**src/rtl/bp_cce_gad_dir_seq.sv**
```systemverilog
// Directory way-group read sequencer for the CCE GAD stage: one RAM row read
// per group of LCEs, consolidated into per-LCE hit/way/state vectors.
module bp_cce_gad_dir_seq #(
  parameter int num_lce_p        = 8,
  parameter int lce_assoc_p      = 8,
  parameter int lces_per_row_p   = 2,
  parameter int tag_width_p      = 12,
  parameter int row_addr_width_p = 10
) (
  input  logic                                 clk_i,
  input  logic                                 reset_n_i,
  input  logic                                 req_v_i,
  output logic                                 req_ready_o,
  input  logic [tag_width_p-1:0]               req_tag_i,
  input  logic [row_addr_width_p-1:0]          req_row_base_i,
  output logic                                 ram_v_o,
  input  logic                                 ram_ready_i,
  output logic [row_addr_width_p-1:0]          ram_addr_o,
  input  logic [lces_per_row_p*lce_assoc_p*(tag_width_p+3)-1:0] ram_data_i,
  output logic                                 sharers_v_o,
  output logic [num_lce_p-1:0]                 sharers_hits_o,
  output logic [num_lce_p*$clog2(lce_assoc_p)-1:0] sharers_ways_o,
  output logic [num_lce_p*3-1:0]               sharers_coh_states_o,
  output logic                                 gad_v_o,
  input  logic                                 yumi_i,
  output logic                                 multi_hit_o
);

  localparam int rows_lp        = num_lce_p / lces_per_row_p;
  localparam int entry_width_lp = tag_width_p + 3;
  localparam int way_w_lp       = $clog2(lce_assoc_p);
  localparam int cnt_w_lp       = (rows_lp > 1) ? $clog2(rows_lp) : 1;
  localparam logic [cnt_w_lp-1:0] last_row_lp = cnt_w_lp'(rows_lp - 1);
  localparam logic [2:0] e_COH_I = 3'b000;

  typedef enum logic [1:0] {
    IDLE,
    READ,
    DRAIN,
    DONE
  } state_e;

  state_e                         state_q, state_d;
  logic [tag_width_p-1:0]         tag_q;
  logic [row_addr_width_p-1:0]    base_q;
  logic [cnt_w_lp-1:0]            issue_cnt_q;
  logic [cnt_w_lp-1:0]            capture_cnt_q;
  logic                           rd_pending_q;
  logic [num_lce_p-1:0]           hits_q;
  logic [num_lce_p-1:0][way_w_lp-1:0] ways_q;
  logic [num_lce_p-1:0][2:0]      states_q;
  logic                           multi_q;

  logic [num_lce_p-1:0]           c_hit;
  logic [num_lce_p-1:0]           c_multi;
  logic [num_lce_p-1:0][way_w_lp-1:0] c_way;
  logic [num_lce_p-1:0][2:0]      c_st;
  logic [num_lce_p-1:0]           c_sel;
  logic                           row_multi;

  // Per-LCE match against whichever row slot that LCE occupies; lowest way wins.
  always_comb begin
    row_multi = 1'b0;
    for (int i = 0; i < num_lce_p; i++) begin
      c_hit[i]   = 1'b0;
      c_multi[i] = 1'b0;
      c_way[i]   = '0;
      c_st[i]    = e_COH_I;
      c_sel[i]   = rd_pending_q
                 && (capture_cnt_q == cnt_w_lp'(i / lces_per_row_p));
      for (int w = 0; w < lce_assoc_p; w++) begin
        if (ram_data_i[((i % lces_per_row_p) * lce_assoc_p + w) * entry_width_lp + 3
                       +: tag_width_p] == tag_q
            && ram_data_i[((i % lces_per_row_p) * lce_assoc_p + w) * entry_width_lp
                          +: 3] != e_COH_I) begin
          if (c_hit[i]) begin
            c_multi[i] = 1'b1;
          end else begin
            c_hit[i] = 1'b1;
            c_way[i] = way_w_lp'(w);
            c_st[i]  = ram_data_i[((i % lces_per_row_p) * lce_assoc_p + w)
                                  * entry_width_lp +: 3];
          end
        end
      end
      if (c_sel[i] && c_multi[i]) row_multi = 1'b1;
    end
  end

  always_comb begin
    state_d = state_q;
    unique case (state_q)
      IDLE:  if (req_v_i) state_d = READ;
      READ:  if (ram_ready_i && issue_cnt_q == last_row_lp) state_d = DRAIN;
      DRAIN: if (rd_pending_q && capture_cnt_q == last_row_lp) state_d = DONE;
      DONE:  if (yumi_i) state_d = IDLE;
      default: state_d = IDLE;
    endcase
  end

  always_ff @(posedge clk_i or negedge reset_n_i) begin
    if (!reset_n_i) begin
      state_q       <= IDLE;
      tag_q         <= '0;
      base_q        <= '0;
      issue_cnt_q   <= '0;
      capture_cnt_q <= '0;
      rd_pending_q  <= 1'b0;
      hits_q        <= '0;
      ways_q        <= '0;
      states_q      <= '0;
      multi_q       <= 1'b0;
    end else begin
      state_q      <= state_d;
      rd_pending_q <= (state_q == READ) && ram_ready_i;
      if (state_q == IDLE && req_v_i) begin
        tag_q         <= req_tag_i;
        base_q        <= req_row_base_i;
        issue_cnt_q   <= '0;
        capture_cnt_q <= '0;
        hits_q        <= '0;
        ways_q        <= '0;
        states_q      <= '0;
        multi_q       <= 1'b0;
      end else begin
        if (state_q == READ && ram_ready_i) begin
          issue_cnt_q <= issue_cnt_q + cnt_w_lp'(1);
        end
        if (rd_pending_q) begin
          capture_cnt_q <= capture_cnt_q + cnt_w_lp'(1);
          multi_q       <= multi_q | row_multi;
          for (int i = 0; i < num_lce_p; i++) begin
            if (c_sel[i]) begin
              hits_q[i]   <= c_hit[i];
              ways_q[i]   <= c_way[i];
              states_q[i] <= c_st[i];
            end
          end
        end
      end
    end
  end

  assign req_ready_o          = (state_q == IDLE);
  assign ram_v_o              = (state_q == READ);
  assign ram_addr_o           = base_q + row_addr_width_p'(issue_cnt_q);
  assign sharers_v_o          = (state_q == DONE);
  assign gad_v_o              = sharers_v_o;
  assign sharers_hits_o       = hits_q;
  assign sharers_ways_o       = ways_q;
  assign sharers_coh_states_o = states_q;
  assign multi_hit_o          = multi_q;

  a_yumi_legal: assert property (
    @(posedge clk_i) disable iff (!reset_n_i) yumi_i |-> sharers_v_o
  );

endmodule
```
**config.mk**
```make
export PLATFORM = sky130hd
export DESIGN_NAME = bp_cce_gad_dir_seq
export DESIGN_NICKNAME = d
export VERILOG_FILES = /design/src/rtl/bp_cce_gad_dir_seq.sv
export SDC_FILE = /design/constraint.sdc
export NUM_CORES = 1
export LEC_CHECK = 0
export BUFFER_PORTS_ARGS = -buffer_cell sky130_fd_sc_hd__buf_2
export CAP_MARGIN = 20
export CELL_PAD_IN_SITES_DETAIL_PLACEMENT = 1
export CELL_PAD_IN_SITES_GLOBAL_PLACEMENT = 1
export CORE_ASPECT_RATIO = 0.6
export CORE_MARGIN = 5
export CORE_UTILIZATION = 34
export CTS_CLUSTER_SIZE = 20
export DETAILED_ROUTE_END_ITERATION = 6
export PLACE_DENSITY = 0.92
export SLEW_MARGIN = 30
export SYNTH_ARGS = -nofsm -noshare
export SYNTH_HDL_FRONTEND = slang
export SYNTH_SLANG_ARGS = --single-unit
```
**constraint.sdc**
```tcl
create_clock -name clk_i -period 3.47 [get_ports clk_i]
set_input_delay 0.5205 -clock clk_i [delete_from_list [all_inputs] [get_ports clk_i]]
set_output_delay 0.5205 -clock clk_i [all_outputs]
set_load 0.05 [all_outputs]
```
# Word-level counts from Yosys, hierarchy flattened
# Index checks and enable logic that the tools add are counted.
[totals]
regBits = 86
input_bits = 267
output_inout_bits = 71
elab_cells = 269
[classes]
n_addsub = 3
n_eq_ne = 27
muxes = 151
bitwise = 1
reduce_logical = 60
[op_table]
columns = ["cell", "n"]
rows = [
  ["3-bit two-way mux", 70],
  ["12-bit equality test", 16],
  ["24-bit two-way mux", 4],
  ["1-bit two-way mux", 66],
  ["3-bit nonzero test", 16],
  ["1-bit logical AND", 31],
  ["2-bit two-way mux", 8],
  ["8-bit two-way mux", 2],
  ["2-bit nonzero test", 6],
  ["10-bit by 2-bit adder with 10-bit output", 1],
  ["2-bit equality test, second input constant", 5],
  ["2-bit case mux with 4 select lines", 1],
  ["2-bit AND reduction", 4],
  ["2-bit by 1-bit adder with 2-bit output, second input constant", 2],
  ["2-bit by 1-bit equality test with 1-bit output, second input constant", 2],
  ["2-bit logical NOT", 2],
  ["2-bit by 1-bit inequality test with 1-bit output, second input constant", 2],
  ["2-bit inequality test, second input constant", 2],
  ["4-bit AND reduction", 1],
  ["1-bit OR", 1],
]

# Depth between registers and ports, before layout
# Gate-level depths: netlist (run 1).
[logic_depth]
depth_word = 29
depth_mapped = 10
depth_no_buf = 8

# Worst setup path before layout (run 1)
# OpenSTA, ideal clock, no wires.
[synth_timing]
path_kind = "input port to flip-flop"
start = "input ram_data_i[72]"
end = "register states_q (netlist bit sharers_coh_states_o[0])"
setup_ns = 0.110
t_arrival_ns = 2.868
t_required_ns = 3.360
path_slack_ns = 0.492
cell_stages = 8
path_buffers = 1
cell_sequence = "xor2_1 > or4_1 > or4_1 > buf_2 > or4_4 > a31o_1 > o221a_4 > o41ai_1"
[synth_between]
elab_chain_len = 12
word_cells_on_any_way = 15
cone_classes = "eq/ne: 1; mux: 13; reduce/logical: 1"
[synth_rtl]
columns = ["element", "line", "text"]
rows = [
  ["from (decl)", "19", "input logic [lces_per_row_p*lce_assoc_p*(tag_width_p+3)-1:0] ram_data_i,"],
  ["12-bit equality test (*)", "73", "+: tag_width_p] == tag_q"],
  ["1-bit logical AND (*)", "74", "&& ram_data_i[((i % lces_per_row_p) * lce_assoc_p + w) * entry_width_lp"],
  ["3-bit two-way mux or 1-bit two-way mux (tied branches)", "72", "if (ram_data_i[((i % lces_per_row_p) * lce_assoc_p + w) * entry_width_lp + 3"],
  ["3-bit two-way mux", "76", "if (c_hit[i]) begin"],
  ["3-bit two-way mux", "72", ""],
  ["3-bit two-way mux", "76", ""],
  ["3-bit two-way mux", "72", ""],
  ["3-bit two-way mux", "76", ""],
  ["3-bit two-way mux (*)", "72", ""],
  ["3-bit two-way mux (*)", "133", "if (c_sel[i]) begin"],
  ["24-bit two-way mux (*)", "129", "if (rd_pending_q) begin"],
  ["24-bit two-way mux (*)", "116", "if (state_q == IDLE && req_v_i) begin"],
  ["to (signal, indexed assignment)", "136", "states_q[i] <= c_st[i];"],
  ["to (decl)", "51", "logic [num_lce_p-1:0][2:0] states_q;"],
]
# Mark *: on every way between the ends. The rest lies on a longest branch, timed or not. The select of a mux whose other input is x is not followed.
# A chain may end at the register's enable or synchronous reset.

# Final worst setup path (run 1)
[layout_timing]
start = "register tag_q[1]"
end = "register states_q (netlist bit sharers_coh_states_o[20])"
[layout_between]
elab_chain_len = 20
word_cells_on_any_way = 41
cone_classes = "eq/ne: 8; mux: 25; reduce/logical: 8"
[layout_rtl]
columns = ["element", "line", "text"]
rows = [
  ["from (decl)", "44", "logic [tag_width_p-1:0] tag_q;"],
  ["from (signal assigned)", "117", "tag_q <= req_tag_i;"],
  ["12-bit equality test", "73", ""],
  ["1-bit logical AND", "74", ""],
  ["3-bit two-way mux or 1-bit two-way mux (tied branches)", "72", ""],
  ["3-bit two-way mux", "76", ""],
  ["3-bit two-way mux", "72", ""],
  ["3-bit two-way mux", "76", ""],
  ["3-bit two-way mux", "72", ""],
  ["3-bit two-way mux", "76", ""],
  ["[4 not listed]", "--", ""],
  ["3-bit two-way mux", "72", ""],
  ["3-bit two-way mux", "76", ""],
  ["3-bit two-way mux", "72", ""],
  ["3-bit two-way mux", "76", ""],
  ["3-bit two-way mux (*)", "72", ""],
  ["3-bit two-way mux (*)", "133", ""],
  ["24-bit two-way mux (*)", "129", ""],
  ["24-bit two-way mux (*)", "116", ""],
]
# Marks and branches as above.

==> impl_metrics.tcl, run 1 <==
set metrics [dict create \
    die_area_um2 24600 \
    antenna_found_initial 6 \
    post-route-min-period_ns 3.24 \
    clockRootBuffer "clkbuf_16" \
    crit_fanout 6 \
    clkSlewWorstSetupHoldPaths_ns 0.07 \
    synthSimpleGateAreaFrac_pct 26.4 \
    synth_top_family_by_area "simple AND/OR/NAND/NOR gates" \
    drv_cap 0 \
    multiInputGateArea_um2 4890 \
    layout-drive-gt1-share_pct 33.2 \
    dpl.hpwl_um 30300 \
    clk_path_buf_depth 2 \
    reg2reg_slack_ns 0.23 \
    synth-edff-count 0 \
    totalWireLength_um 36200 \
    area_growth_pct 34.3 \
    drtIter0Drc 546 \
    max_freq_ghz 0.309 \
    post_synth_num_cell_types 65 \
    worst-setup-path-type "reg2reg" \
    power_leakage_nw 4.81 \
    r2r_end "sharers_coh_states_o[20]" \
    outcome "finished clean" \
    r2r_cells 9 \
    die_w_um 199 \
    place_worst_setup_slack_ns 0.195 \
    r2r_start "tag_q[1]" \
    crit_arrival_ns 3.44 \
    drtAntennaViolNets 0 \
    fin_crit_sh_pct 93.3 \
    port-buffer-count 337 \
    stdcell_count 1530 \
    synth_seq_cells 86 \
    hold_viol_final 0 \
    end_kind "register" \
    grt_pass1_wl_um 52700 \
    grt_usage_pct 28.3 \
    wl_per_cell_um 23.7 \
    rsz0062_at_grt "no" \
    cts_setup_buffers 0 \
    placed_cells 1509 \
    synthCells 893 \
    cts_sinks 86 \
    yosysWarnings 0 \
    synthFlopType "dfrtp_1" \
    ys_seq_area_share_pct 29.5 \
    start_util_pct 34.7 \
    total_power_w 0.00658 \
    hp-class "in2async" \
    synth-xor-area-share_pct 24.3 \
    worst_setup_path_start_kind "register" \
    cts_tree "done" \
    avgSynthCellArea_um2 8.16 \
    dpl_cell_area_um2 9480 \
    vias 8386 \
    coreArea_um2 21000 \
    grt_max_degree 63 \
    ios 338 \
    fill_cells 2671 \
    syn-num-nets 1172 \
    vdd_drop_max_v 0.000547 \
    clkLatencyLatePin_ns 0.35 \
    hold_buffers 0 \
    grt_pass1_vias 8941 \
    async_flop_share_pct 100 \
    htreeDepth 3 \
    synthMuxAreaShare_pct 0.841 \
    via_per_inst 5.48 \
    syn_area_um2 7290 \
    seq_area_um2 2150 \
    setup_violations 0 \
    drt_pass1_iterations 5 \
    nNetsFinal 1520 \
    fin_area_um2 9790 \
    num_rows 41 \
    fin_ws_ns 0.234 \
    synth_fa_ha_area_share_pct 2.30 \
    drc 0 \
    finalClockSkew_ns 0.0131 \
    max_slew_margin_pct 45.9 \
    numCtsBuffers 9 \
    required_ns 3.68 \
    tns_ns 0 \
    powerDensity_nw_per_um2 672 \
    tightest_slew_ns 0.812 \
    die_h_um 123 \
    grt_overflow 0 \
    synth_compound_area_share_pct 13.1 \
    routabilityCongestion 0.945 \
    drv_slew 0 \
]
## kinds of logic after synthesis
| family | count (synthesis) |
|---|---|
| DFF | 86 |
| and+or+nand+nor | 379 |
| muxes | 6 |
| xor gates and xnor gates | 202 |
| buffers and inverters | 61 |
| AOI/OAI and AO/OA | 146 |
| adders and majority gates | 13 |
## where the power goes
group | leakage, nW | internal (W) | total [W] | switching (W)
clock | 0.140 | 0.000516 | 0.000952 | 0.000436
combinational | 3.52 | 0.00137 | 0.00410 | 0.00273
sequential | 1.16 | 0.00122 | 0.00153 | 0.000311
total | 4.81 | 0.00310 | 0.00658 | 0.00348
## critical path: stages (launching register included)
cell	delay (ns)
dfrtp_1	0.50
buf_4	0.23
xor2_1	0.21
nor3_1	0.50
nand4_1	0.41
and4_1	0.32
a211o_1	0.22
a221oi_1	0.42
buf_4	0.22
a21oi_1	0.07
## flip-flops by register name (all words and copies together), names as in the netlist
name and cells:
base_q 10, capture_cnt_q 2, issue_cnt_q 2, multi_hit_o 1, rd_pending_q 1, sharers_coh_states_o 24, sharers_hits_o 8, sharers_ways_o 24
state_q 2, tag_q 12
## area by class of cell
type	count	area share [%]
well taps	279	3.57
repair buffers	384	20.9
clock buffers	10	2.44
inverters	14	0.537
clock inverters	6	0.524
flip-flops and latches	86	22.0
diodes	5	0.128
multi-input cells	746	49.9
## worst max path at each step
| stage | from | end | slack, ns | depth (start not counted) |
|---|---|---|---|---|
| CTS | tag_q[6] | sharers_coh_states_o[20] | 0.24 | 10 |
| finish | tag_q[1] | sharers_coh_states_o[20] | 0.23 | 9 |
| global route | tag_q[6] | sharers_coh_states_o[20] | 0.12 | 10 |
| detailed placement | ram_data_i[72] | sharers_coh_states_o[13] | 0.20 | 8 |
| global placement | tag_q[6] | sharers_coh_states_o[20] | 0.31 | 10 |
| floorplan | ram_data_i[72] | sharers_coh_states_o[0] | 0.49 | 8 |
## cell usage in the layout, fill, tap and decap left out, drive strengths merged, types with 3 or more instances in the layout
master    n
and3      7
a211oi    3
o21ai    47
nor4     41
xnor2    87
nor2b     3
or3b      3
inv      17
nand4    37
nand3    17
diode     5
buf     384
nand2b    4
nor2     36
clkbuf   10
and2     12
or2       4
nor3     34
o211ai    3
mux2i     5
o41ai     8
a221oi    6
or4      11
a21oi    37
a211o     4
and4     10
dfrtp    86
or3       7
o311ai    4
ha       11
a21boi    4
xor2    115
nand2   147
o31ai     5
## Yosys cell counts (all sizes together), types with 3 or more instances
library cell  number  area, µm²
nand4             37        231
nand2            147        552
o211ai             3       22.5
a21oi             37        185
a211oi             3       22.5
a211o              4       35.0
and2              12       75.1
nand2b             4       25.0
a221oi             6       52.6
nand3             17       85.1
clkbuf            28        105
ha                11        138
dfrtp             86       2150
o31ai              5       37.5
a21boi             4       30.0
nor2b              3       18.8
or2                4       25.0
o21ai             47        235
and3               7       43.8
or4               11       86.3
nor4              41        269
o41ai              8       70.1
xnor2             87        762
nor3              34        170
and4              10       87.6
buf               19       98.8
nor2              36        135
xor2             115       1010
or3                7       43.8
mux2i              5       50.1
o311ai             4       35.0
or3b               3       26.3
inv               14       52.6
## metrics by stage
stage                     utilization (%)  hold slack, ns
after global routing                 46.5           0.321
after global placement               45.1           0.460
final                                46.5           0.252
after CTS                            46.4           0.285
after detailed placement             45.1           0.471
after floorplan                         -           0.225
## repair_timing
action / CTS / global route
gates resized for setup: 0 / 1
endpoints found under the hold margin: 0 / 0
setup endpoints to repair: 0 / 1
## metal layers
layer | vias up | track usage [%] | share of wire [%] | wire length (µm)
met4 | 2 | 5.34 | 1.6 | 575
met2 | 357 | 48.1 | 47 | 17000
met1 | 4119 | 36.5 | 43 | 15500
met3 | 41 | 7.90 | 8.4 | 3060
li1 | 3867 | - | - | -
met5 | - | 0 | 0.036 | 13
(Power assumes the default switching activity.)
==> run 2: changes to the inputs <==
Settings changed: ABC_AREA set to 1, SETUP_SLACK_MARGIN set to 0.2, SKIP_LAST_GASP set to 1.
==> impl_metrics.tcl, run 2 <==
set metrics [dict create \
    synth_compound_area_share_pct 3.83 \
    post_cts_resize_count 0 \
    cts_sinks 86 \
    totalWireLength_um 47200 \
    r2r_cells 16 \
    clockRootBuffer "clkbuf_16" \
    die_h_um 139 \
    yosys-top-cells-count "570 x nand2_1, 207 x inv_1, 205 x nor2_1" \
    post_synth_num_cell_types 54 \
    start_util_pct 34.5 \
    port-buffer-count 337 \
    synthCells 1591 \
    mostFrequentLayoutCells "570 x nand2_1, 336 x buf_2, 207 x inv_1, 205 x nor2_1, 108 x nand3_1" \
    antenna_found_initial 17 \
    outcome "finished clean" \
    max_freq_ghz 0.334 \
    crit_arrival_ns 2.47 \
    routabilityCongestion 0.985 \
    drtAntennaViolNets 0 \
    grt_usage_pct 29.2 \
    yosysTopAreaCellShare_pct 22.7 \
    max_slew_margin_pct 40.9 \
    via_per_inst 5.16 \
    drtIter0Drc 934 \
    cts_setup_buffers 0 \
    area_growth_pct 24.0 \
    async_flop_share_pct 100 \
    synth_top_family_by_area "simple AND/OR/NAND/NOR gates" \
    synthMuxAreaShare_pct 0.845 \
    drv_cap 0 \
    clkSlewWorstSetupHoldPaths_ns 0.07 \
    powerDensity_nw_per_um2 627 \
    clkLatencyLatePin_ns 0.37 \
    reg2reg_slack_ns 0.72 \
    die_w_um 226 \
    htreeDepth 3 \
    synthFlopType "dfrtp_1" \
    synth_seq_cells 86 \
    worst_setup_path_start_kind "register" \
    synthTopCellsByArea "dfrtp_1 23%, nand2_1 23%, inv_1 8.2%" \
    vias 11900 \
    wl_per_cell_um 20.5 \
    nNetsFinal 2196 \
    synth_fa_ha_area_share_pct 1.66 \
    synth-xor-area-share_pct 8.84 \
    required_ns 2.95 \
    worst-setup-path-type "reg2out" \
    r2r_start "tag_q[4]" \
    tns_ns 0 \
    place_worst_setup_slack_ns 0.760 \
    hp-class "in2async" \
    drv_slew 0 \
    post-route-min-period_ns 2.99 \
    synth_most_common_cell "nand2_1" \
    tightest_slew_ns 0.887 \
    syn-num-nets 1870 \
    yosysWarnings 0 \
    final_common_cell "nand2_1" \
    end_kind "primary output" \
    power_leakage_nw 7.09 \
    ios 338 \
    layout-drive-gt1-share_pct 23.9 \
    hold_buffers 0 \
    synth-edff-count 0 \
    hold_viol_final 0 \
    cts_tree "done" \
    rsz0062_at_grt "no" \
    r2r_end "sharers_coh_states_o[7]" \
    drc 0 \
    grt_max_degree 63 \
    coreArea_um2 27500 \
    clk_path_buf_depth 2 \
    dpl.hpwl_um 39000 \
    total_power_w 0.00736 \
    worstSetupEndpoint "ram_addr_o[8]" \
    avgSynthCellArea_um2 5.96 \
    synthSimpleGateAreaFrac_pct 49.4 \
    finalClockSkew_ns 0.00983 \
    ys_seq_area_share_pct 22.7 \
    syn_area_um2 9480 \
    fin_crit_sh_pct 86.3 \
    setup_violations 0 \
    num_rows 47 \
    crit_fanout 3 \
    synth_top_area_cell "dfrtp_1" \
    numCtsBuffers 9 \
    drt_pass1_iterations 5 \
    crit_path_start "issue_cnt_q[0]" \
    grt_pass1_vias 12400 \
    vdd_drop_max_v 0.000567 \
    die_area_um2 31400 \
    grt_pass1_wl_um 71000 \
    fin_ws_ns 0.476 \
    grt_overflow 0 \
]
## run 2: changes by cell type after synthesis, moves of 20 or more
cell | previous run | this run
a21oi_1 | 37 | 2
buf_6 | 1 | 21
clkbuf_1 | 28 | 8
inv_1 | 14 | 207
nand2_1 | 147 | 570
nand3_1 | 17 | 108
nor2_1 | 36 | 205
nor4_1 | 39 | 5
xnor2_1 | 87 | 28
xor2_1 | 115 | 64
## run 2: metal layers
layer  track usage [%]  vias to the layer above  wire (µm)
met3              7.66                       83       4040
li1                  -                     5573          -
met2              45.9                      480      20800
met4              9.33                       10       1410
met5                 0                        -         84
met1              39.2                     5729      20900
## run 2: how the worst min path moves through the flow
stage,start,endpoint,slack [ns]
2_1_floorplan,reset_n_i,base_q[0],0.22
3_3_place_gp,sharers_coh_states_o[20],sharers_coh_states_o[20],0.46
3_5_place_dp,sharers_coh_states_o[12],sharers_coh_states_o[12],0.46
4_1_cts,reset_n_i,base_q[8],0.29
5_1_grt,reset_n_i,base_q[6],0.33
6_report,reset_n_i,base_q[8],0.27
## run 2: critical path, cell delays in order (launching register included)
cell,delay [ns]
dfrtp_1,0.39
ha_1,0.20
inv_1,0.06
fa_1,0.42
nor4_1,0.46
nand3_1,0.15
xnor2_1,0.15
buf_2,0.28
## run 2: final cells by class
type                            count  area (µm²)
Timing Repair Buffer              358        1850
Clock inverter                      5        38.8
Fill cell                        3921       15800
Tap cell                          367         459
Antenna cell                       14        35.0
Clock buffer                       11         253
Sequential cell                    86        2150
Inverter                          224         848
Multi-Input combinational cell   1238        6120
## run 2: cell families (layout without fill, tap and decap cells)
kind of cell | count (synthesis) | count (layout)
adder cells (fa/ha/maj) | 12 | 12
buffers and inverters | 267 | 598
flip-flops | 86 | 86
XOR/XNOR | 94 | 94
other | 0 | 14
AND/OR/NAND/NOR | 1058 | 1058
multiplexers | 8 | 8
AO/OA/AOI/OAI | 66 | 66
## run 2: stage by stage
step / instances / cell area, µm² / util (%) / hold slack, ns
after global routing: 2301 / 11700 / 42.7 / 0.330
after floorplan: 1591 / 9480 / - / 0.225
after global placement: 2273 / 11400 / 41.5 / 0.462
after detailed placement: 2273 / 11400 / 41.5 / 0.461
after CTS: 2289 / 11700 / 42.6 / 0.292
final: 2303 / 11800 / 42.7 / 0.272
## run 2: power breakdown
part           leakage [nW]  internal, W  switching [W]  total, W
combinational          5.79      0.00144        0.00355   0.00499
clock                 0.143     0.000531       0.000473   0.00100
sequential             1.16      0.00117       0.000193   0.00137
==> run 3: changes to the inputs <==
Settings changed: RECOVER_POWER set to 25.
==> impl_metrics.tcl, run 3 (synthesized netlist as in run 2, its figures left out) <==
set metrics [dict create \
    htreeDepth 3 \
    hold_buffers 0 \
    powerDensity_nw_per_um2 627 \
    seqPwrFrac_pct 18.6 \
    hold_viol_final 0 \
    nNetsFinal 2196 \
    antenna_found_initial 17 \
    num_rows 47 \
    numCtsBuffers 9 \
    grt_max_degree 63 \
    layout-drive-gt1-share_pct 23.9 \
    hp-class "in2reg" \
    routabilityCongestion 0.985 \
    port-buffer-count 337 \
    grtUsageMet1_pct 39.2 \
    vdd_drop_max_v 0.000567 \
    mostFrequentLayoutCells "570 x nand2_1, 336 x buf_2, 207 x inv_1, 205 x nor2_1, 108 x nand3_1" \
    worst-setup-path-type "reg2out" \
    grt_busiest_layer "met2" \
    dpl.hpwl_um 39000 \
    drv_cap 1 \
    hold_ws_ns 0.352 \
    power_frac_comb_pct 67.8 \
    power_leakage_nw 7.09 \
    vias 11900 \
    die_area_um2 31400 \
    grt_pass1_vias 12400 \
    end_kind "primary output" \
    final_common_cell "nand2_1" \
    p_clk_share_pct 13.6 \
    grt_pass1_wl_um 71000 \
    finalClockSkew_ns 0.00983 \
    post-route-min-period_ns 2.99 \
    outcome "finished with violations" \
    via_per_inst 5.16 \
    ios 338 \
    start_util_pct 34.5 \
    clockRootBuffer "clkbuf_16" \
    die_h_um 139 \
    max_slew_margin_pct -15.9 \
    required_ns 2.95 \
    clk_path_buf_depth 2 \
    drtIter0Drc 934 \
    crit_arrival_ns 2.47 \
    violations "max-capacitance violations, max-slew violations" \
    tns_ns 0 \
    area_growth_pct 23.9 \
    post_cts_resize_count 0 \
    coreArea_um2 27500 \
    rsz0062_at_grt "no" \
    clkLatencyLatePin_ns 0.37 \
    p_switching_w 0.00422 \
    cts_tree "done" \
    tightest_slew_ns 1.74 \
    drtAntennaViolNets 0 \
    grt_use_met2_pct 45.9 \
    crit_fanout 3 \
    setup_violations 0 \
    drt_pass1_iterations 5 \
    clkSlewWorstSetupHoldPaths_ns 0.07 \
    wl_per_cell_um 20.5 \
    die_w_um 226 \
    cts_sinks 86 \
    grt_util_met3_pct 7.66 \
    totalWireLength_um 47200 \
    grt_usage_pct 29.2 \
    power.internal_w 0.00315 \
    switching_share_pct 57.3 \
    grt_overflow 0 \
    max_freq_ghz 0.334 \
    drc 0 \
    fin_crit_sh_pct 86.3 \
    cts_setup_buffers 0 \
    drv_slew 63 \
    worst_setup_path_start_kind "register" \
]
-- run 3: cell count changes in the layout (fill, tap and decap cells not counted) --
cell,delta
buf_4,-1
clkbuf_2,+1
-- run 3: final timing paths --
path,cells past startpoint,endpoint,slack [ns],from
hold reg to reg,2,sharers_coh_states_o[12],0.48,sharers_coh_states_o[12]
max in group asynchronous,2,sharers_hits_o[5],1.67,reset_n_i
setup reg to reg,16,sharers_coh_states_o[7],0.72,tag_q[4]
hold / removal,3,base_q[0],0.35,req_row_base_i[0]
setup / recovery,7,ram_addr_o[8],0.48,issue_cnt_q[0]
min in group asynchronous,1,base_q[8],0.61,reset_n_i
-- run 3: critical path, stage by stage, from the launching register on --
cell     delay (ns)
dfrtp_1        0.39
ha_1           0.20
inv_1          0.06
fa_1           0.42
nor4_1         0.46
nand3_1        0.15
xnor2_1        0.15
buf_2          0.28
-- run 3: area by class of cell --
type                            instances  area [µm²]
Antenna cell                           14        35.0
Clock buffer                           11         253
Clock inverter                          5        38.8
Fill cell                            3922       15800
Inverter                              224         848
Multi-Input combinational cell       1238        6120
Sequential cell                        86        2150
Tap cell                              367         459
Timing Repair Buffer                  358        1840
-- run 3: per-layer routing --
metal  routed length, µm  vias up
met1               20900     5729
met4                1410       10
met5                  84        -
met2               20800      480
met3                4040       83
li1                    -     5573
-- run 3: through the flow --
| step | setup WS (ns) | total power, W | utilization [%] | instance area [µm²] | instances |
|---|---|---|---|---|---|
| after floorplan | 0.592 | 0.00482 | - | 9480 | 1591 |
| after global placement | 0.864 | 0.00611 | 41.5 | 11400 | 2273 |
| after detailed placement | 0.760 | 0.00629 | 41.5 | 11400 | 2273 |
| after CTS | 0.433 | 0.00731 | 42.6 | 11700 | 2289 |
| after global routing | 0.255 | 0.00786 | 42.7 | 11700 | 2301 |
| final | 0.476 | 0.00736 | 42.7 | 11800 | 2303 |
-- run 3: power by group through the flow --
stage               Sequential, W  Clock (W)  Combinational (W)
CTS                       0.00136    0.00103            0.00492
global route              0.00139    0.00106            0.00541
detailed placement        0.00138          0            0.00490
floorplan                 0.00134          0            0.00348
finish                    0.00137    0.00100            0.00499
global placement          0.00136          0            0.00475
